**src/rtl/hilo_muldiv_ctrl_if.sv**
```systemverilog
// ----------------------------------------------------------------------------
// hilo_muldiv_ctrl_if
//
// Purpose:
//   Bundles the EX-stage request signals and the HI/LO controller responses
//   of hilo_muldiv_ctrl into one interface.
//
// Signals:
//   start  - EX holds a valid HI/LO instruction
//   op     - 1 MULT, 2 MULTU, 3 DIV, 4 DIVU, 5 MTHI, 6 MTLO, others no-op
//   src_a  - rs value (dividend / multiplicand / MTHI, MTLO data)
//   src_b  - rt value (divisor / multiplier)
//   cancel - EX flush (only honoured when MULDIV_CANCEL_EN is defined)
//   stall  - hold IF/ID/EX
//   busy   - controller FSM not idle
//   done   - one-cycle pulse in the commit cycle
//   hi, lo - architectural HI/LO registers
//
// Modports:
//   master - EX stage side (drives the request)
//   slave  - hilo_muldiv_ctrl side (drives the response)
// ----------------------------------------------------------------------------
interface hilo_muldiv_ctrl_if;
    logic        start;
    logic [2:0]  op;
    logic [31:0] src_a;
    logic [31:0] src_b;
    logic        cancel;
    logic        stall;
    logic        busy;
    logic        done;
    logic [31:0] hi;
    logic [31:0] lo;

    modport master (
        output start, op, src_a, src_b, cancel,
        input  stall, busy, done, hi, lo
    );

    modport slave (
        input  start, op, src_a, src_b, cancel,
        output stall, busy, done, hi, lo
    );
endinterface

```
**src/rtl/hilo_muldiv_ctrl.sv**
```systemverilog
// ----------------------------------------------------------------------------
// hilo_muldiv_ctrl
//
// Purpose:
//   Owns the MIPS HI/LO register pair and sequences MULT/MULTU/DIV/DIVU/
//   MTHI/MTLO for the EX stage. Multiplies take one registered cycle, divides
//   use a 32-iteration radix-2 restoring divider. The pipeline is held with
//   stall until the result is committed to HI/LO.
//
// Ports:
//   clk    - pipeline clock
//   resetn - asynchronous active-low reset
//   bus    - hilo_muldiv_ctrl_if.slave (start/op/src_a/src_b/cancel in,
//            stall/busy/done/hi/lo out)
//
// Configuration:
//   MULDIV_CANCEL_EN - when defined, bus.cancel aborts an operation in
//                      progress and suppresses start in IDLE. When undefined,
//                      cancel is ignored and every accepted op completes.
// ----------------------------------------------------------------------------
module hilo_muldiv_ctrl (
    input  logic                 clk,
    input  logic                 resetn,
    hilo_muldiv_ctrl_if.slave    bus
);

    typedef enum logic [1:0] {
        IDLE = 2'd0,
        MUL  = 2'd1,
        DIV  = 2'd2,
        DONE = 2'd3
    } state_t;

    localparam logic [2:0] OP_MULT  = 3'd1;
    localparam logic [2:0] OP_MULTU = 3'd2;
    localparam logic [2:0] OP_DIV   = 3'd3;
    localparam logic [2:0] OP_DIVU  = 3'd4;
    localparam logic [2:0] OP_MTHI  = 3'd5;
    localparam logic [2:0] OP_MTLO  = 3'd6;

    state_t      state;
    state_t      state_next;

    logic [31:0] hi_q;
    logic [31:0] lo_q;

    // op_a keeps the raw rs value (needed for divide-by-zero), op_b keeps the
    // multiplier or the divisor magnitude.
    logic [31:0] op_a;
    logic [31:0] op_b;
    logic        mul_signed;
    logic        quo_neg;
    logic        rem_neg;
    logic        div_zero;
    logic [4:0]  count;
    logic [63:0] rq;
    logic [63:0] result;

    logic        cancel_eff;
    logic        accept;
    logic        is_mul_op;
    logic        is_div_op;
    logic        div_signed_op;

    logic [31:0] a_mag;
    logic [31:0] b_mag;

    logic [63:0] mul_a64;
    logic [63:0] mul_b64;
    logic [63:0] product;

    logic [32:0] partial;
    logic        fits;
    logic [31:0] diff;
    logic [63:0] rq_step;
    logic [31:0] quo_mag;
    logic [31:0] rem_mag;
    logic [63:0] div_result;

`ifdef MULDIV_CANCEL_EN
    assign cancel_eff = bus.cancel;
`else
    logic unused_cancel;
    assign unused_cancel = bus.cancel;
    assign cancel_eff    = 1'b0;
`endif

    assign accept        = bus.start & ~cancel_eff;
    assign is_mul_op     = (bus.op == OP_MULT) || (bus.op == OP_MULTU);
    assign is_div_op     = (bus.op == OP_DIV)  || (bus.op == OP_DIVU);
    assign div_signed_op = (bus.op == OP_DIV);

    assign a_mag = (div_signed_op && bus.src_a[31]) ? (32'd0 - bus.src_a) : bus.src_a;
    assign b_mag = (div_signed_op && bus.src_b[31]) ? (32'd0 - bus.src_b) : bus.src_b;

    // The low 64 bits of a product do not depend on operand signedness once
    // both operands are extended to 64 bits, so one unsigned multiplier
    // serves MULT and MULTU.
    assign mul_a64 = {{32{mul_signed & op_a[31]}}, op_a};
    assign mul_b64 = {{32{mul_signed & op_b[31]}}, op_b};
    assign product = mul_a64 * mul_b64;

    // One restoring step. rq holds {remainder, dividend/quotient}. The shifted
    // partial remainder needs 33 bits because DIVU divisors can use all 32
    // bits; when it fits, the true difference is below the divisor so the
    // low 32 bits of the subtraction are exact.
    assign partial = rq[63:31];
    assign fits    = (partial >= {1'b0, op_b});
    assign diff    = partial[31:0] - op_b;
    assign rq_step = fits ? {diff, rq[30:0], 1'b1}
                          : {partial[31:0], rq[30:0], 1'b0};

    assign quo_mag = rq_step[31:0];
    assign rem_mag = rq_step[63:32];

    // Divide by zero bypasses the sign fixup and returns the raw rs in HI.
    assign div_result = div_zero ? {op_a, 32'hFFFF_FFFF}
                                 : {(rem_neg ? (32'd0 - rem_mag) : rem_mag),
                                    (quo_neg ? (32'd0 - quo_mag) : quo_mag)};

    always_ff @(posedge clk or negedge resetn) begin
        if (!resetn) begin
            state <= IDLE;
        end else begin
            state <= state_next;
        end
    end

    // Stall in IDLE is qualified with resetn so the pipeline is released the
    // moment reset is asserted, even while EX still presents start.
    always_comb begin
        state_next = state;
        bus.stall  = 1'b0;
        bus.busy   = 1'b0;
        bus.done   = 1'b0;
        case (state)
            IDLE: begin
                if (accept && is_mul_op) begin
                    state_next = MUL;
                end else if (accept && is_div_op) begin
                    state_next = DIV;
                end
                bus.stall = resetn & accept & (is_mul_op | is_div_op);
            end
            MUL: begin
                state_next = cancel_eff ? IDLE : DONE;
                bus.stall  = ~cancel_eff;
                bus.busy   = 1'b1;
            end
            DIV: begin
                if (cancel_eff) begin
                    state_next = IDLE;
                end else if (count == 5'd31) begin
                    state_next = DONE;
                end
                bus.stall = ~cancel_eff;
                bus.busy  = 1'b1;
            end
            DONE: begin
                state_next = IDLE;
                bus.busy   = 1'b1;
                bus.done   = 1'b1;
            end
            default: begin
                state_next = IDLE;
            end
        endcase
    end

    // Datapath. Operands are captured only in IDLE so later changes on
    // src_a/src_b while stalled have no effect. The divider loads the dividend
    // magnitude into the low half of rq with a cleared remainder half.
    always_ff @(posedge clk or negedge resetn) begin
        if (!resetn) begin
            hi_q       <= 32'd0;
            lo_q       <= 32'd0;
            op_a       <= 32'd0;
            op_b       <= 32'd0;
            mul_signed <= 1'b0;
            quo_neg    <= 1'b0;
            rem_neg    <= 1'b0;
            div_zero   <= 1'b0;
            count      <= 5'd0;
            rq         <= 64'd0;
            result     <= 64'd0;
        end else begin
            case (state)
                IDLE: begin
                    if (accept) begin
                        case (bus.op)
                            OP_MULT, OP_MULTU: begin
                                op_a       <= bus.src_a;
                                op_b       <= bus.src_b;
                                mul_signed <= (bus.op == OP_MULT);
                            end
                            OP_DIV, OP_DIVU: begin
                                op_a     <= bus.src_a;
                                op_b     <= b_mag;
                                rq       <= {32'd0, a_mag};
                                count    <= 5'd0;
                                quo_neg  <= div_signed_op & (bus.src_a[31] ^ bus.src_b[31]);
                                rem_neg  <= div_signed_op & bus.src_a[31];
                                div_zero <= (bus.src_b == 32'd0);
                            end
                            OP_MTHI: begin
                                hi_q <= bus.src_a;
                            end
                            OP_MTLO: begin
                                lo_q <= bus.src_a;
                            end
                            default: begin
                            end
                        endcase
                    end
                end
                MUL: begin
                    result <= product;
                end
                DIV: begin
                    rq    <= rq_step;
                    count <= count + 5'd1;
                    if (count == 5'd31) begin
                        result <= div_result;
                    end
                end
                DONE: begin
                    hi_q <= result[63:32];
                    lo_q <= result[31:0];
                end
                default: begin
                end
            endcase
        end
    end

    assign bus.hi = hi_q;
    assign bus.lo = lo_q;

endmodule
```
**src/flat_wrapper.sv**
```systemverilog
// flat-port wrapper written by rule: the top's interface ports become plain ports
module hilo_muldiv_ctrl_flat 
  (clk, resetn, bus_start, bus_op, bus_src_a, bus_src_b, bus_cancel, bus_stall, bus_busy, bus_done, bus_hi, bus_lo);
  hilo_muldiv_ctrl_if bus_i ();
  input  logic clk;
  input  logic resetn;
  input wire logic [$bits(bus_i.start)-1:0] bus_start;
  input wire logic [$bits(bus_i.op)-1:0] bus_op;
  input wire logic [$bits(bus_i.src_a)-1:0] bus_src_a;
  input wire logic [$bits(bus_i.src_b)-1:0] bus_src_b;
  input wire logic [$bits(bus_i.cancel)-1:0] bus_cancel;
  output wire logic [$bits(bus_i.stall)-1:0] bus_stall;
  output wire logic [$bits(bus_i.busy)-1:0] bus_busy;
  output wire logic [$bits(bus_i.done)-1:0] bus_done;
  output wire logic [$bits(bus_i.hi)-1:0] bus_hi;
  output wire logic [$bits(bus_i.lo)-1:0] bus_lo;
  assign bus_i.start = bus_start;
  assign bus_i.op = bus_op;
  assign bus_i.src_a = bus_src_a;
  assign bus_i.src_b = bus_src_b;
  assign bus_i.cancel = bus_cancel;
  assign bus_stall = bus_i.stall;
  assign bus_busy = bus_i.busy;
  assign bus_done = bus_i.done;
  assign bus_hi = bus_i.hi;
  assign bus_lo = bus_i.lo;
  hilo_muldiv_ctrl u_core (.clk(clk), .resetn(resetn), .bus(bus_i));
endmodule
```
**config.mk**
```make
export PLATFORM = sky130hd
export DESIGN_NAME = hilo_muldiv_ctrl_flat
export DESIGN_NICKNAME = d
export VERILOG_FILES = /design/src/rtl/hilo_muldiv_ctrl_if.sv /design/src/rtl/hilo_muldiv_ctrl.sv /design/src/flat_wrapper.sv
export SDC_FILE = /design/constraint.sdc
export NUM_CORES = 2
export LEC_CHECK = 0
export ABC_CLOCK_PERIOD_IN_PS = 8750
export CORE_ASPECT_RATIO = 2
export CORE_MARGIN = 4
export CORE_UTILIZATION = 49
export CTS_BUF_LIST = sky130_fd_sc_hd__clkbuf_16
export CTS_CLUSTER_DIAMETER = 150
export DETAILED_ROUTE_END_ITERATION = 8
export GPL_ROUTABILITY_DRIVEN = 0
export GPL_TIMING_DRIVEN = 0
export PLACE_DENSITY_LB_ADDON = 0.25
export SYNTH_ARGS = -nofsm -noshare
export SYNTH_HDL_FRONTEND = slang
export SYNTH_SLANG_ARGS = --single-unit
```
**constraint.sdc**
```tcl
create_clock -name clk -period 8.75 [get_ports clk]
set_clock_uncertainty 0.2 [all_clocks]
set_input_delay 2.625 -clock clk [delete_from_list [all_inputs] [get_ports clk]]
set_output_delay 2.625 -clock clk [all_outputs]
set_load 0.05 [all_outputs]
```
==> results_dict.tcl <==
set metrics [dict create \
    worst_slack_ps -164 \
    postCtsHoldBufs 0 \
    synth_seq_cells 267 \
    tritoncts "yes" \
    status "finished with violations" \
    area_growth_pct 12.9 \
    ys_seq_area_frac 0.123 \
    firstDrtPassIters 7 \
    critical_path_arrival_ps 9180 \
    tightest_slew_ps 1200 \
    cts-htree-levels 1 \
    slew_viol_final 0 \
    worst_path_max_delay_cell "fa_2" \
    grt_max_degree 115 \
    start_util 0.494 \
    design_area_um2 61500 \
    rsz0062_at_grt "true" \
    drive_gt1_frac 0.0965 \
    detail-route-antenna-nets 0 \
    insertion_delay_ps 580 \
    r2r_setup_slack_ps -160 \
    place_ws_ps -2690 \
    maxSlewHeadroom 0.196 \
    row_count 172 \
    drcViolationCount 0 \
    fp.dieH_um 479 \
    min_path_type "reg -> reg" \
    cts_root_buf "clkbuf_16" \
    layout_common_cells "1175 x inv_1, 1111 x fa_1, 938 x nand2_1" \
    syn_area_um2 54400 \
    synth_top_cell_by_area "fa_1" \
    detail_route.wl_per_cell_um 31.0 \
    port_buffers 135 \
    clk_path_buf_depth 3 \
    hold_viol 0 \
    hold_depth 2 \
    synth.area.top_cells "fa_1 41%, dfrtp_1 12%, inv_1 8.2%" \
    drt_iter0_drc 4610 \
    synth_top_area_share 0.414 \
    vias_per_cell 6.11 \
    fin_crit_sh 1.02 \
    syn-num-nets 7609 \
    antenna_found_initial 20 \
    maxCapViolCount 0 \
    ys.flop_type "dfrtp_1" \
    wl_um 245000 \
    synth_enable_flop_cells 0 \
    finalSetupViolations 4 \
    dieWidth_um 244 \
    numClockSinks 267 \
    crit_required_ps 9020 \
    synth.avg_cell_area_um2 8.84 \
    overflow 0 \
    r2r-end "u_core.result[61]$_DFFE_PN0P_" \
    yosys.cell_types.count 88 \
    cts_buffers 21 \
    finalNetCount 7850 \
    fmax_ghz 0.112 \
    grtUsageTotal 0.424 \
    via_count 48400 \
    end_kind "flop" \
    worst-setup-path-type "reg -> reg" \
    critPathLaunchType "flop" \
    hold_path_startpoint "u_core.result[15]$_DFFE_PN0P_" \
    async_flop_share 1.00 \
    dp_hpwl_um 193000 \
    yosysWarnings 0 \
    cp_top_family "adder cells" \
    coreArea_um2 110000 \
    reg2reg_from "u_core.op_a[31]$_DFFE_PN0P_" \
    synthCells 6158 \
    n_fill_cell 10017 \
    final_common_cell "inv_1" \
    critPathMaxStageDelay_ps 690 \
    min_delay_worst_endpoint "u_core.result[15]$_DFFE_PN0P_" \
    cp_common_cell "fa_1" \
    dieArea_um2 117000 \
    io_pins 138 \
    cp_max_fo 7 \
    placed_area_um2 57700 \
    fin_crit_ps 8910 \
    clk_pin_slew_ps 90 \
    grt_pass1_wl_um 352000 \
    worstRegToRegCells 31 \
    critPathBufInv 9 \
    grt_pass1_vias 51761 \
    failed_checks "negative setup slack" \
]
## logic make-up after synthesis
| kind of cell | count (synthesis) | share of synthesized area |
|---|---|---|
| fa+ha+maj | 1380 | 0.472 |
| xor+xnor | 208 | 0.0335 |
| flops | 267 | 0.123 |
| buf+inv | 1559 | 0.108 |
| compound gates | 860 | 0.0969 |
| mux | 58 | 0.0114 |
| simple gates | 1826 | 0.155 |
## state kept, by name, indices dropped and copies added (netlist names)
signal	count
u_core.bus.hi	32
u_core.bus.lo	32
u_core.count	5
u_core.div_zero	1
u_core.mul_signed	1
u_core.op_a	32
u_core.op_b	32
u_core.quo_neg	1
u_core.rem_neg	1
u_core.result	64
u_core.rq	64
u_core.state	2
## how the worst max path moves through the flow
| stage | startpoint | endpoint | slack, ps | depth (start not counted) |
|---|---|---|---|---|
| global placement | resetn | bus_stall | -7870 | 4 |
| detailed placement | u_core.op_a[16]$_DFFE_PN0P_ | u_core.result[61]$_DFFE_PN0P_ | -2690 | 27 |
| global route | u_core.op_a[31]$_DFFE_PN0P_ | u_core.result[61]$_DFFE_PN0P_ | -180 | 31 |
| CTS | u_core.op_a[13]$_DFFE_PN0P_ | u_core.result[61]$_DFFE_PN0P_ | -40 | 29 |
| floorplan | u_core.op_a[31]$_DFFE_PN0P_ | u_core.result[61]$_DFFE_PN0P_ | 430 | 28 |
| finish | u_core.op_a[31]$_DFFE_PN0P_ | u_core.result[61]$_DFFE_PN0P_ | -160 | 31 |
## worst min-delay path: stages (launching register included)
cell     delay, ps
dfrtp_1        350
nand2_1         50
o21ai_0         60
## Yosys cell counts (18+ instances only)
cell,count
nand2_1,946
nand4_1,21
dfrtp_1,267
o21a_1,25
nor3_1,32
o22ai_1,49
xor2_1,80
clkbuf_1,342
o31ai_1,26
nor2_1,251
inv_1,1188
mux2i_1,24
xnor2_1,128
o21ai_0,198
a21o_1,49
a31oi_1,20
fa_1,1126
nor2b_1,40
mux2_2,33
nand2b_1,21
and3_1,35
and2_1,356
a21oi_1,315
a211oi_1,18
nand3_1,41
ha_1,254
## metal layers
metal  vias to the layer above  part of all wire  global-route usage
li1                      19331                 -                   -
met1                     23784              0.27               0.391
met2                      3587              0.46               0.691
met3                      1688              0.11               0.142
met4                        10              0.16               0.471
met5                         -           0.00020                   0
## repair_timing
action,CTS,global route
buffers inserted,92,39
pin swaps,29,71
endpoints found under the setup margin,45,28
resized for setup,517,161
## area by class of cell
class,instances,area (µm²),area share
multi-input combinational,4332,42800,0.696
sequential,267,6830,0.111
inverter,1191,4500,0.0731
timing repair buffer,269,2590,0.0421
buffer,317,2190,0.0356
tap,1479,1850,0.0301
clock buffer,21,526,0.00855
clock inverter,16,165,0.00269
antenna,28,70.1,0.00114
## stage by stage
step / util / hold WS (ps) / std cells / TNS (ps)
finish: 0.558 / 288 / 7920 / -297
global route: 0.558 / 306 / 7895 / -1240
CTS: 0.550 / 285 / 7855 / -35.4
detailed placement: 0.524 / 266 / 7775 / -72450
global placement: 0.523 / 256 / 7772 / -1932120
floorplan: - / 239 / 6158 / 0
Power is not shown: default switching activity piles up to over one toggle a cycle in this logic, so the estimate is an artifact.
